--- config.mk ---
export PLATFORM = sky130hd
export DESIGN_NAME = csr_counters
export DESIGN_NICKNAME = d
export VERILOG_FILES = /design/src/rtl/csr_counters.sv
export SDC_FILE = /design/constraint.sdc
export NUM_CORES = 1
export LEC_CHECK = 0
export ABC_AREA = 1
export ABC_CLOCK_PERIOD_IN_PS = 4500
export CORE_MARGIN = 4
export CORE_UTILIZATION = 45
export CTS_CLUSTER_SIZE = 16
export DETAILED_ROUTE_END_ITERATION = 8
export PLACE_DENSITY = 0.65
export SYNTH_ARGS = -nofsm -noshare
export SYNTH_HDL_FRONTEND = slang
export SYNTH_SLANG_ARGS = --single-unit
--- constraint.sdc ---
create_clock -name clock -period 4.5 [get_ports clock]
set_clock_uncertainty 0.05 [all_clocks]
set_input_delay 0.9 -clock clock [delete_from_list [all_inputs] [get_ports clock]]
set_output_delay 0.9 -clock clock [all_outputs]
set_load 0.02 [all_outputs]
--- src/rtl/csr_counters.sv ---
`default_nettype none
// ============================================================================
// csr_counters : machine-mode counter CSR bank (mcycle, minstret, N_HPM hpm
//                counters, mcountinhibit, mhpmevent, user read-only shadows).
//                Optional CSR_CNT_OVF_EN adds sticky hpm overflow flags + ovf_irq.
// Revision     : 1.0
// ============================================================================
module csr_counters #(
  parameter int N_HPM    = 4,
  parameter int N_EVENTS = 8,
  parameter int CNT_W    = 64
) (
  input  logic                clock,
  input  logic                reset_n,
  input  logic                wen,
  input  logic [11:0]         addr,
  input  logic [31:0]         wdata,
  output logic [31:0]         rdata,
  input  logic                is_instret,
  input  logic                halt,
  input  logic [N_EVENTS-1:0] events,
  output logic                ovf_irq
);

  localparam int          EV_W     = $clog2(N_EVENTS + 1);
  localparam logic [31:0] INH_MASK = 32'h5 | (((32'h1 << N_HPM) - 32'h1) << 3);

  logic [CNT_W-1:0] mcycle;
  logic [CNT_W-1:0] minstret;
  logic [31:0]      inhibit;
  logic [CNT_W-1:0] hpm_cnt [N_HPM];
  logic [EV_W-1:0]  hpm_sel [N_HPM];
  logic [N_HPM-1:0] hpm_of;
  logic [11:0]      base;

  // A write to either half beats the increment in the same cycle.
  function automatic logic [CNT_W-1:0] cnt_next(input logic [CNT_W-1:0] cur,
                                                input logic wr_lo, input logic wr_hi,
                                                input logic inc, input logic [31:0] wd);
    logic [63:0] t;
    t = 64'(cur);
    if (wr_lo)      t[31:0]  = wd;
    else if (wr_hi) t[63:32] = wd;
    else if (inc)   return cur + CNT_W'(1);
    return t[CNT_W-1:0];
  endfunction

  function automatic logic [31:0] hi_half(input logic [CNT_W-1:0] v);
    logic [63:0] t;
    t = 64'(v);
    return t[63:32];
  endfunction

  always_ff @(posedge clock or negedge reset_n) begin
    if (!reset_n) begin
      mcycle   <= '0;
      minstret <= '0;
      inhibit  <= '0;
    end else begin
      mcycle   <= cnt_next(mcycle, wen && addr == 12'hB00, wen && addr == 12'hB80,
                           !halt && !inhibit[0], wdata);
      minstret <= cnt_next(minstret, wen && addr == 12'hB02, wen && addr == 12'hB82,
                           is_instret && !inhibit[2], wdata);
      if (wen && addr == 12'h320) inhibit <= wdata & INH_MASK;
    end
  end

  for (genvar i = 0; i < N_HPM; i++) begin : g_hpm
    localparam logic [11:0] LO_A = 12'hB03 + 12'(i);
    localparam logic [11:0] HI_A = 12'hB83 + 12'(i);
    localparam logic [11:0] EV_A = 12'h323 + 12'(i);

    logic [CNT_W-1:0] cnt;
    logic [EV_W-1:0]  sel;
    logic             hit;
    logic             inc;
    logic             wr_lo;
    logic             wr_hi;
    logic             wr_ev;

    // Selector values 0 and above N_EVENTS never match any event.
    always_comb begin
      hit = 1'b0;
      for (int j = 0; j < N_EVENTS; j++) begin
        if (sel == EV_W'(j + 1) && events[j]) hit = 1'b1;
      end
    end

    assign wr_lo = wen && addr == LO_A;
    assign wr_hi = wen && addr == HI_A;
    assign wr_ev = wen && addr == EV_A;
    assign inc   = hit && !inhibit[3+i];

    always_ff @(posedge clock or negedge reset_n) begin
      if (!reset_n) begin
        cnt <= '0;
        sel <= '0;
      end else begin
        cnt <= cnt_next(cnt, wr_lo, wr_hi, inc, wdata);
        if (wr_ev) sel <= wdata[EV_W-1:0];
      end
    end

    assign hpm_cnt[i] = cnt;
    assign hpm_sel[i] = sel;

`ifdef CSR_CNT_OVF_EN
    logic of;
    always_ff @(posedge clock or negedge reset_n) begin
      if (!reset_n)                                 of <= 1'b0;
      else if (wr_ev)                               of <= wdata[31];
      else if (inc && !wr_lo && !wr_hi && (&cnt))   of <= 1'b1;
    end
    assign hpm_of[i] = of;
`else
    assign hpm_of[i] = 1'b0;
`endif
  end

  // User shadows on page C alias the machine counters on page B.
  assign base = (addr[11:8] == 4'hC) ? {4'hB, addr[7:0]} : addr;

  always_comb begin
    rdata = '0;
    case (base)
      12'hB00: rdata = mcycle[31:0];
      12'hB80: rdata = hi_half(mcycle);
      12'hB02: rdata = minstret[31:0];
      12'hB82: rdata = hi_half(minstret);
      12'h320: rdata = inhibit;
      default: ;
    endcase
    for (int i = 0; i < N_HPM; i++) begin
      if (base == 12'hB03 + 12'(i)) rdata = hpm_cnt[i][31:0];
      if (base == 12'hB83 + 12'(i)) rdata = hi_half(hpm_cnt[i]);
      if (base == 12'h323 + 12'(i)) rdata = {hpm_of[i], 31'(hpm_sel[i])};
    end
  end

`ifdef CSR_CNT_OVF_EN
  assign ovf_irq = |hpm_of;
`else
  assign ovf_irq = 1'b0;
`endif

endmodule
`default_nettype wire

== Word-level counts from Yosys, hierarchy flattened ==
Cells that the tools add are included.

* Output and inout port bits: 33
* Input bits: 57
* Register bits: 406

* Reduce and logical (&&, ||, !) cells: 80
* Equal/unequal tests: 73
* Multiplexer cells: 106
* $add $sub $neg: 6

{| class="wikitable"
|+ Operators by type and width
! kind !! count
|-
| 64-bit two-way mux || 24
|-
| 32-bit two-way mux || 30
|-
| 64-bit by 1-bit adder with 64-bit output, second input constant || 6
|-
| 12-bit equality test, second input constant || 24
|-
| 32-bit case mux with 5 select lines || 1
|-
| 12-bit by 10-bit equality test with 1-bit output, second input constant || 10
|-
| 4-bit by 3-bit equality test with 1-bit output, second input constant || 16
|-
| 1-bit logical AND || 55
|-
| 1-bit two-way mux || 50
|-
| 4-bit by 2-bit equality test with 1-bit output, second input constant || 8
|-
| 2-bit nonzero test || 12
|-
| 4-bit equality test, second input constant || 5
|-
| 4-bit by 1-bit equality test with 1-bit output, second input constant || 4
|-
| 12-bit two-way mux || 1
|-
| 2-bit by 1-bit inequality test with 1-bit output, second input constant || 6
|-
| 2-bit AND reduction || 6
|-
| 1-bit zero test || 7
|}

== Logic depth before layout (Yosys ltp) ==
* Depth after elaboration: 16
* Depth in mapped cells: 17
* Gate-level depth less buffers: 16

== Least setup slack after synthesis ==
Ideal clock, no wire load.

* Path type: in2out
* Start point: input addr[7]
* End point: output rdata[7]
* Path slack: 1,017 ps
* Required time: 3,550 ps
* Stages: 14
* Data arrival time: 2,533 ps
* Cells stage by stage: nor2_1 nand2_1 nor2_2 nand2_2 inv_2 buf_2 nand2_1 nand3_1 nor2_1 o211ai_1 o21ai_0 nand2_1 nand2_1 a21oi_1

* Cells in the longest elaborated chain, start to end: 15

{| class="wikitable"
|+ Ends and longest elaborated chain
! what !! RTL line !! text
|-
| start, declared || 16 || <nowiki>input logic [11:0] addr,</nowiki>
|-
| 12-bit two-way mux * || 121 || <nowiki>assign base = (addr[11:8] == 4'hC) ? {4'hB, addr[7:0]} : addr;</nowiki>
|-
| 12-bit by 10-bit equality test with 1-bit output / 12-bit equality test (equally long branches) || 125 || <nowiki>case (base)</nowiki>
|-
| 32-bit case mux with 5 select lines || 125 ||
|-
| 32-bit two-way mux || 134 || <nowiki>if (base == 12'hB03 + 12'(i)) rdata = hpm_cnt[i][31:0];</nowiki>
|-
| 32-bit two-way mux || 135 || <nowiki>if (base == 12'hB83 + 12'(i)) rdata = hi_half(hpm_cnt[i]);</nowiki>
|-
| 32-bit two-way mux || 136 || <nowiki>if (base == 12'h323 + 12'(i)) rdata = {hpm_of[i], 31'(hpm_sel[i])};</nowiki>
|-
| 32-bit two-way mux || 134 ||
|-
| 32-bit two-way mux || 135 ||
|-
| 32-bit two-way mux || 136 ||
|-
| 32-bit two-way mux || 134 ||
|-
| 32-bit two-way mux || 135 ||
|-
| 32-bit two-way mux || 136 ||
|-
| 32-bit two-way mux || 134 ||
|-
| 32-bit two-way mux || 135 ||
|-
| 32-bit two-way mux * || 136 ||
|-
| end, declared || 18 || <nowiki>output logic [31:0] rdata,</nowiki>
|}

Every way passes the cells marked *; elsewhere a longest branch is shown, timed or not.

== Worst setup path after layout ==
* Start point: input addr[2]
* End point: output rdata[24]

Same word-level chain as after synthesis.

==> impl_metrics.toml <==
[status]
outcome = "finished, violations left"
violations = "negative setup slack"

[clocking]
clockBufferDepth = 3
tritoncts = "built"
cts.htree.levels = 2
insertion_delay_ps = 660
clock-sinks = 406
cts-hold-fix-buffers = 0
clk_pin_slew_ps = 60
clockRootBuffer = "clkbuf_16"
cts_buffers = 52

[timing]
finalSetupTns_ps = -46.0
drv_slew = 0
slew_headroom_pct = 10.8
hold_viol = 0
tightestPinTransition_ps = 1330
setup_viol = 2
setup_slack_ps = -24.1
finalCriticalPeriod_ps = 4520
rsz0062_at_grt = "yes"
fin_crit_sh_pct = 101
fmax_ghz = 0.221

[global_routing]
grt-ovfl-total = 0
grt_pass1_vias = 35337
grt_max_degree = 81
track_usage_pct = 44.7
grt_pass1_wl_um = 252000
antenna_found_initial = 13

[yosys]
yosys.area_share.simple_pct = 37.5
yosys_warnings = 0
synth-seq-cells = 406
synth_top_family_by_area = "simple AND/OR/NAND/NOR gates"
synth_nets = 5080
yosys.cell_types.count = 54
synthFlopType = "dfrtp_1"
synth.avg_cell_area_um2 = 6.45
muxShareOfSynthArea_pct = 0.0348
synth-xor-area-share_pct = 8.58
synthAdderAreaFrac_pct = 0.232
synth_compound_area_share_pct = 12.9
syn_inst = 5017
ys_seq_area_share_pct = 31.4
async_reset_ff_share_pct = 100
synth_edf_count = 0
post_synth_instance_area_um2 = 32400

[floorplan]
rows = 98
die-area_um2 = 76300
io_pins = 90
placeableCoreArea_um2 = 71400
initial_utilization_pct = 45.4
die_w_um = 276
die_h_um = 276

[power_and_ir_drop]
powerDensity_nw_per_um2 = 311
combPwrFrac_pct = 18.5
seqPwrFrac_pct = 43.1
p_sw_share_pct = 37.5
peakVddDrop_uv = 459
p_switching_uw = 4360
intPower_uw = 7280
clkPwrFrac_pct = 38.4
p_leak_uw = 0.0164

[finish]
syn2layout_area_growth_pct = 15.6
final_common_cell = "nand2_1"
final_cell_mix = "nand2_1 (1263), nor2_1 (705), inv_1 (569), dfrtp_1 (406), xor2_1 (276)"
drive_above_1_share_pct = 9.99
nets = 5244

[worst_setup_path]
worstPathRequired_ps = 3550
critPathLaunchType = "input port"
cp.arrival_ps = 3570
worstPathMaxFanout = 8
end_kind = "output pin"
critPathKind = "in -> out"

[placed_design]
place_congestion = 1.10
numPortBuffers = 88
pre_cts_slack_ps = -576
hpwl_um = 138000

[detailed_routing]
num_vias = 38151
first_pass_iters = 7
routed_via_density = 6.17
wl_per_cell_um = 28.6
drc_errors = 0
drtIter0Drc = 5529
drt.antenna.violating_nets = 0
totalWireLength_um = 177000

[run]
maxCapViolations = 0

[worst_hold_path]
hold_path_class = "in -> async"
[worst max-delay path, cell delays in order]
cell	delay (ps)
clkdlybuf4s50_1	490
nor2_1	50
buf_4	160
nand3_2	120
nor2_2	60
nand2_1	90
buf_6	150
buf_4	130
o21ai_0	90
o31ai_2	440
nand3_1	250
nor3_2	160
buf_4	140
nand3_1	70
clkdlybuf4s15_2	270
[what timing repair did]
item	4_1_cts	5_1_grt
setup endpoints to repair	31	32
pin swaps	10	24
buffers inserted	0	1
gates cloned	0	0
gates resized for setup	111	101
[path summary, 6_finish.rpt]
kind                            slack (ps)                           end  depth (start not counted)                   startpoint
worst max-delay path                   -20                     rdata[24]                         15                      addr[2]
worst min-delay path                   210      minstret[16]$_DFFE_PN0P_                          1                      reset_n
worst max register to register        1170  g_hpm[1].cnt[47]$_DFFE_PN0P_                         11  g_hpm[1].sel[2]$_DFFE_PN0P_
worst min register to register         450   g_hpm[1].sel[3]$_DFFE_PN0P_                          2  g_hpm[1].sel[3]$_DFFE_PN0P_
max in group asynchronous             3170  g_hpm[3].cnt[44]$_DFFE_PN0P_                          2                      reset_n
min in group clock                     450   g_hpm[1].sel[3]$_DFFE_PN0P_                          2  g_hpm[1].sel[3]$_DFFE_PN0P_
[power groups by stage]
| stage | combinational, uW | sequential (uW) | clock (uW) |
|---|---|---|---|
| floorplan | 1280 | 4570 | 0 |
| global placement | 2050 | 5010 | 0 |
| detailed placement | 2070 | 5010 | 0 |
| CTS | 2080 | 4950 | 4480 |
| global route | 2320 | 5030 | 4630 |
| finish | 2150 | 5020 | 4470 |
[sequential cells by signal (all words and copies together), names as in the netlist]
register,flops
inhibit,6
g_hpm.sel,16
g_hpm.cnt,256
minstret,64
mcycle,64
[cell families (layout without fill, tap and decap cells)]
logic type               count (synthesis)  after routing
multiplexers                             1              1
flip-flops                             406            406
adder cells (fa/ha/maj)                  6              6
other                                    1             15
AO/OA/AOI/OAI                          720            720
XOR/XNOR                               317            317
buffers and inverters                  770            977
AND/OR/NAND/NOR                       2796           2796
[synthesized netlist by cell type (all sizes together), types with 4 or more instances]
cell type  count  area [um2]
a211oi         7        52.6
a21oi        111         556
a22oi         16         120
a31oi        230        1440
and2           8        50.1
and3           4        25.0
buf           98         499
clkbuf        78         293
dfrtp        406       10200
ha             6        75.1
inv          593        2230
nand2       1291        4880
nand3        270        1390
nand3b         6        45.0
nand4        179        1130
nor2         757        2980
nor3         208        1160
nor3b          7        62.6
nor4          50         332
o2111ai       14         123
o211ai        16         120
o21ai        267        1340
o21bai         5        37.5
o221ai        10        87.6
o22ai         31         194
o31ai          8        60.1
or2           15        93.8
xnor2         41         359
xor2         276        2420
[layout make-up]
class	instances	area, um2
multi-input cells	3841	19600
inverters	594	2230
flip-flops and latches	406	10200
repair buffers	286	2490
clock inverters	33	360
clock buffers	64	1410
well taps	950	1190
diodes	14	35.0
fillers	7375	33900
[layer usage]
metal	up-vias	GRT usage [%]	wire [um]	share of wire, %
met4	14	30.1	14800	8.3
li1	16925	-	-	-
met2	2688	62.3	70400	40
met1	17958	59.5	68900	39
met5	-	0	102	0.058
met3	566	13.5	23000	13
[through the flow]
step                      util [%]  instance area [um2]  total power (uW)  hold WS, ps  cells
final                         52.4                37400             11600          210   6188
after floorplan                  -                32400              5850          403   5017
after detailed placement      49.5                35400              7070          426   6076
after global placement        49.5                35400              7050          420   6076
after CTS                     52.2                37200             11500          247   6173
after global routing          52.4                37400             12000          267   6177
No activity file was read; power rests on OpenSTA's default activity.
